`src/rtl/id_scoreboard.sv`:
```
// Decode-stage register scoreboard: per-register latency counters drive the
// ID stall request, and each source operand is resolved from imm, r0, bypass or regfile.
module id_scoreboard #(
  parameter int DW   = 32,
  parameter int AW   = 5,
  parameter int NBYP = 2,
  parameter int LW   = 4
) (
  input  logic                 clk,
  input  logic                 rst,
  input  logic                 flush_i,
  input  logic                 rs1_read_i,
  input  logic                 rs2_read_i,
  input  logic [AW-1:0]        rs1_addr_i,
  input  logic [AW-1:0]        rs2_addr_i,
  input  logic [DW-1:0]        imm_i,
  input  logic [DW-1:0]        reg1_data_i,
  input  logic [DW-1:0]        reg2_data_i,
  input  logic [NBYP-1:0]      byp_wreg_i,
  input  logic [NBYP*AW-1:0]   byp_wd_i,
  input  logic [NBYP*DW-1:0]   byp_wdata_i,
  input  logic                 issue_valid_i,
  input  logic                 issue_wreg_i,
  input  logic [AW-1:0]        issue_wd_i,
  input  logic [LW-1:0]        issue_lat_i,
  output logic [DW-1:0]        reg1_o,
  output logic [DW-1:0]        reg2_o,
  output logic                 stallreq_o,
  output logic [(2**AW)-1:0]   busy_o,
  output logic [15:0]          stall_cnt_o
);

  localparam int NREG = 2**AW;

  logic [LW-1:0] cnt [NREG];
  logic          hazard1;
  logic          hazard2;
  logic          issue_acc;

  // Channel 0 is the youngest producer, so the lowest matching index wins.
  function automatic logic [DW-1:0] resolve(
    input logic               rd,
    input logic [AW-1:0]      addr,
    input logic [DW-1:0]      rdata,
    input logic [DW-1:0]      imm,
    input logic [NBYP-1:0]    wreg,
    input logic [NBYP*AW-1:0] wd,
    input logic [NBYP*DW-1:0] wdata
  );
    logic          found;
    logic [DW-1:0] res;
    found = 1'b0;
    res   = rdata;
    if (!rd) begin
      res = imm;
    end else if (addr == '0) begin
      res = '0;
    end else begin
      for (int k = 0; k < NBYP; k++) begin
        if (!found && wreg[k] && (wd[k*AW +: AW] == addr)) begin
          res   = wdata[k*DW +: DW];
          found = 1'b1;
        end
      end
    end
    return res;
  endfunction

  always_comb begin
    hazard1    = rs1_read_i && (rs1_addr_i != '0) && (cnt[rs1_addr_i] != '0);
    hazard2    = rs2_read_i && (rs2_addr_i != '0) && (cnt[rs2_addr_i] != '0);
    stallreq_o = !rst && (hazard1 || hazard2);
    issue_acc  = issue_valid_i && issue_wreg_i && !stallreq_o && !flush_i &&
                 (issue_wd_i != '0);
    reg1_o     = '0;
    reg2_o     = '0;
    if (!rst) begin
      reg1_o = resolve(rs1_read_i, rs1_addr_i, reg1_data_i, imm_i,
                       byp_wreg_i, byp_wd_i, byp_wdata_i);
      reg2_o = resolve(rs2_read_i, rs2_addr_i, reg2_data_i, imm_i,
                       byp_wreg_i, byp_wd_i, byp_wdata_i);
    end
  end

  always_ff @(posedge clk) begin
    // NOTE: this array is reset, unlike a data RAM: busy and stall are decoded
    // straight from it, so stale counts would fake hazards after reset.
    for (int r = 0; r < NREG; r++) begin
      if (rst || flush_i || r == 0) begin
        cnt[r] <= '0;
      end else if (issue_acc && (issue_wd_i == AW'(r))) begin
        cnt[r] <= issue_lat_i;
      end else if (cnt[r] != '0) begin
        cnt[r] <= cnt[r] - LW'(1);
      end
    end
  end

  for (genvar r = 0; r < NREG; r++) begin : g_busy
    assign busy_o[r] = (cnt[r] != '0);
  end

  always_ff @(posedge clk) begin
    if (rst) begin
      stall_cnt_o <= '0;
    end else if (stallreq_o && (stall_cnt_o != 16'hFFFF)) begin
      stall_cnt_o <= stall_cnt_o + 16'd1;
    end
  end

endmodule

```
`config.mk`:
```
export PLATFORM = sky130hd
export DESIGN_NAME = id_scoreboard
export DESIGN_NICKNAME = d
export VERILOG_FILES = /design/src/rtl/id_scoreboard.sv
export SDC_FILE = /design/constraint.sdc
export NUM_CORES = 1
export LEC_CHECK = 0
export ABC_AREA = 1
export CORE_MARGIN = 2
export CORE_UTILIZATION = 45
export DETAILED_ROUTE_END_ITERATION = 16
export HOLD_SLACK_MARGIN = 0.02
export PLACE_DENSITY_LB_ADDON = 0.08
export SYNTH_ARGS = -nofsm -noshare
export SYNTH_HDL_FRONTEND = slang
export SYNTH_SLANG_ARGS = --single-unit
```
`constraint.sdc`:
```
create_clock -name clk -period 3.95 [get_ports clk]
set_input_delay 0.5925 -clock clk [delete_from_list [all_inputs] [get_ports clk]]
set_output_delay 0.5925 -clock clk [all_outputs]
set_load 0.03 [all_outputs]
```
==> flow_results.org <==
** Worst hold path
- The path class of the tightest hold or removal check is flip-flop to flip-flop.
- The worst hold path was traced through 2 stages.

** Detailed routing
- Sum of met2 wire segment lengths after detailed routing :: 22900 um
- Routed signal wires occupy layers up through met4.
- Average detailed-routed wire length per instance :: 18.6 um
- Violation count after the first detailed-route iteration :: 1440
- After detailed routing, the number of remaining DRC violations is 0.
- Via count :: between 10000 and 15000
- Number of vias per cell :: about 5.6
- Antenna violation net count after detailed routing :: 0
- Number of detailed-routing iterations run before antenna repair :: 7
- After detailed routing, the met3 layer carries 3890 um of wire.
- Met1 wire length :: 18900 um
- After detailed routing, the total wire length is around 47000 um.

** GRT
- GRT Util Overall :: 0.317
- Entering global routing, the biggest net connects between 90 and 100 pins.
- Via count of the first global-routing pass :: roughly 14000
- Global-route wire length before repair :: between 70000 and 80000 um
- Summed over all layers, the global routing overflow is 0.
- The number of antenna violations at the first check in global routing came to 0.

** Floorplanning
- Rows :: about 60
- Die width :: 171 um
- The initial utilization of the core area, before any placement, comes to 0.455.
- Die Footprint :: around 0.03 sq mm
- In this run the standard cell core region covers around 0.028 sq mm.
- The die is about 170 um tall.
- Boundary pin count :: between 300 and 400

** Setup path
- The worst setup path is launched from a primary input.
- Category of the most critical setup path :: primary input to primary output
- In this run the worst path has a maximum fanout of 64.
- Kind of end point of the critical path :: primary output
- Data arrival time of the critical path :: 3170 ps
- The worst register-to-register path has a depth of 14.
- At the worst endpoint, the required time is about 3400 ps.

** Status
- The run finished with clean final reports.

** Clock network
- CTS built an H-tree with a depth of 4.
- Clock latency on the worst-skew pair, taken at its later pin, is 440 ps.
- The clock passes through at most 2 buffers.
- Clock-pin slew reported for the worst setup and hold paths after clock tree synthesis :: about 60 ps
- TritonCTS created 17 clock buffers.
- Total number of clock tree sinks :: 140
- Hold repair after CTS inserted 0 buffers.
- The number of gates resized after CTS was 0.
- In this run the clock root is driven by a sky130_fd_sc_hd__clkbuf_16.
- After clock tree synthesis, the setup repair step added 0 buffers.
- CTS tree :: built

** Power
- Final Total Pwr :: roughly 0.010 W
- Power spent charging and discharging nets :: 0.00495 W
- The share of total power dissipated in combinational logic is 0.553.
- Worst VDD drop :: between 300 and 400 uV
- Power spread over the standard cell area amounts to 630 mW/mm^2.
- Static power due to leakage :: approximately 7 nW
- Clock network power share :: 0.164
- Cell internal power was estimated by the tool at 0.00552 W.
- Of the total power, the share spent switching nets is 0.473.
- Part of the total power dissipated in sequential elements :: 0.283

** STA
- Worst Max-Slew Pin Slew :: just under 1000 ps
- Setup repair after global routing missed its margin :: no
- Fin. max-slew vios :: 0
- Setup TNS :: 0 ps
- On the final layout, the worst clock skew is 15.9 ps.
- Maximum operating frequency :: 0.266 GHz
- Minimum period implied by the final worst setup slack :: ~3800 ps
- Measured against its own limit, the worst slew margin works out to 0.357.
- Final Cycle Share :: 0.951
- The count of final hold-check violations was 0.
- Setup violations remaining at the end of the flow were counted as 0.

** Synthesis
- Post-synthesis instance area :: 0.0126 sq mm
- The synthesized design contains 140 register bits.
- The synthesized netlist contains between 40 and 50 unique library cells.
- Post-Syn Instances :: roughly 1900
- For this run, the number of Yosys warnings is 0.
- Per-instance average area after synthesis :: ~6.7 sq um
- Of the synthesized area, sequential elements account for 0.321.
- Net Count, Synth :: around 2100

** Flow run
- Max cap viols :: 0

** Finish
- Leaving out fill and tap cells, the most frequent cell in the layout is sky130_fd_sc_hd__nand2_1.
- Area grow syn2layout :: 31.8%
- At the end of the flow, the number of nets in the layout was around 2400.
- The library cells used most frequently in the layout, excluding fill and tap cells, are sky130_fd_sc_hd__nand2_1 (527), sky130_fd_sc_hd__clkdlybuf4s50_1 (243), sky130_fd_sc_hd__inv_1 (222), sky130_fd_sc_hd__nor2_1 (210), sky130_fd_sc_hd__o21ai_0 (155).
- Layout cells sized above 1 :: 0.0953
- Final standard cell area without fillers :: 0.0166 sq mm

** Placement
- Input/output buffers :: 309
- DP Area :: around 0.016 sq mm
- Post-detail-place hpwl :: approximately 36000 um
- Routability-driven placement finished with a final weighted congestion of around 1.0.
==> cells by family (layout without fill, tap and decap cells) <==
| family | Yosys count | after routing | synth area share |
|---|---|---|---|
| buf+inv | 327 | 607 | 0.103 |
| simple gates | 984 | 984 | 0.343 |
| other cells | 1 | 3 | 0.000297 |
| fa+ha+maj | 32 | 32 | 0.0317 |
| compound gates | 332 | 332 | 0.156 |
| xor+xnor | 66 | 66 | 0.0458 |
| flops | 140 | 140 | 0.321 |
==> worst max-delay path: stages <==
cell	delay, ps
sky130_fd_sc_hd__clkdlybuf4s50_1	630
sky130_fd_sc_hd__inv_1	210
sky130_fd_sc_hd__a221oi_1	370
sky130_fd_sc_hd__nand3_2	120
sky130_fd_sc_hd__buf_4	310
sky130_fd_sc_hd__o21ai_0	230
sky130_fd_sc_hd__o21ai_0	190
sky130_fd_sc_hd__a32oi_1	230
sky130_fd_sc_hd__nor2_1	60
sky130_fd_sc_hd__buf_4	180
==> routing by layer <==
layer  GRT usage  up-vias
li1            -     6785
met1       0.399     6644
met2       0.537      690
met3      0.0630      119
met4       0.116        0
met5           0        -
==> through the flow <==
step | hold WS [ps] | util | setup slack, ps | instances
after floorplan | 550 | - | 1030 | 1882
after global placement | 498 | 0.577 | 241 | 2508
after detailed placement | 508 | 0.577 | 261 | 2508
after CTS | 522 | 0.600 | 243 | 2540
after global routing | 557 | 0.600 | 55.4 | 2540
final | 520 | 0.600 | 192 | 2542
==> area by class of cell <==
cell class	count	area [sq um]
flip-flops and latches	140	4040
clock buffers	21	514
well taps	378	473
multi-input cells	1415	7300
clock inverters	11	114
repair buffers	344	3300
fillers	2620	11100
diodes	2	5.00
inverters	231	867
==> power by group through the flow <==
stage	logic, W	clock network, W	registers [W]
6_report	0.00579	0.00172	0.00296
5_1_grt	0.00633	0.00180	0.00303
4_1_cts	0.00577	0.00173	0.00295
3_5_place_dp	0.00571	0	0.00297
3_3_place_gp	0.00565	0	0.00295
2_1_floorplan	0.00371	0	0.00282
==> final timing paths <==
path | end | start | slack [ps]
worst max-delay path | reg1_o[0] | rs1_addr_i[1] | 190
worst min-delay path | stall_cnt_o[8]$_SDFFE_PP0P_ | stall_cnt_o[8]$_SDFFE_PP0P_ | 520
worst max register to register | cnt[16][0]$_SDFFCE_PN0P_ | cnt[15][2]$_DFFE_PP_ | 1150
worst min register to register | stall_cnt_o[8]$_SDFFE_PP0P_ | stall_cnt_o[8]$_SDFFE_PP0P_ | 520
==> cell usage after synthesis, drive strengths merged <==
| library cell | number | share of area |
|---|---|---|
| nand2 | 532 | 0.16 |
| nor2 | 239 | 0.079 |
| inv | 230 | 0.068 |
| o21ai | 207 | 0.082 |
| nand3 | 164 | 0.081 |
| edfxtp | 124 | 0.30 |
| clkbuf | 66 | 0.020 |
| a32oi | 64 | 0.044 |
| xor2 | 60 | 0.042 |
| a21oi | 37 | 0.015 |
| ha | 32 | 0.032 |
| buf | 30 | 0.015 |
| nor3 | 28 | 0.012 |
| dfxtp | 16 | 0.025 |
| nand4 | 14 | 0.0069 |
| o31ai | 12 | 0.0071 |
| xnor2 | 6 | 0.0042 |
| a221oi | 4 | 0.0028 |
| o22ai | 4 | 0.0020 |
| and2 | 2 | 0.00099 |
| nor4 | 2 | 0.00099 |
| o211ai | 2 | 0.0012 |
| or2 | 2 | 0.00099 |
| a211oi | 1 | 0.00099 |
| clkinv | 1 | 0.00030 |
| conb | 1 | 0.00030 |
| nand3b | 1 | 0.00060 |
| o41ai | 1 | 0.00069 |
==> flip-flops by register name, indices dropped and copies added (netlist names) <==
signal       count
cnt            124
stall_cnt_o     16
Note: power is estimated with default switching activity, not from simulation.
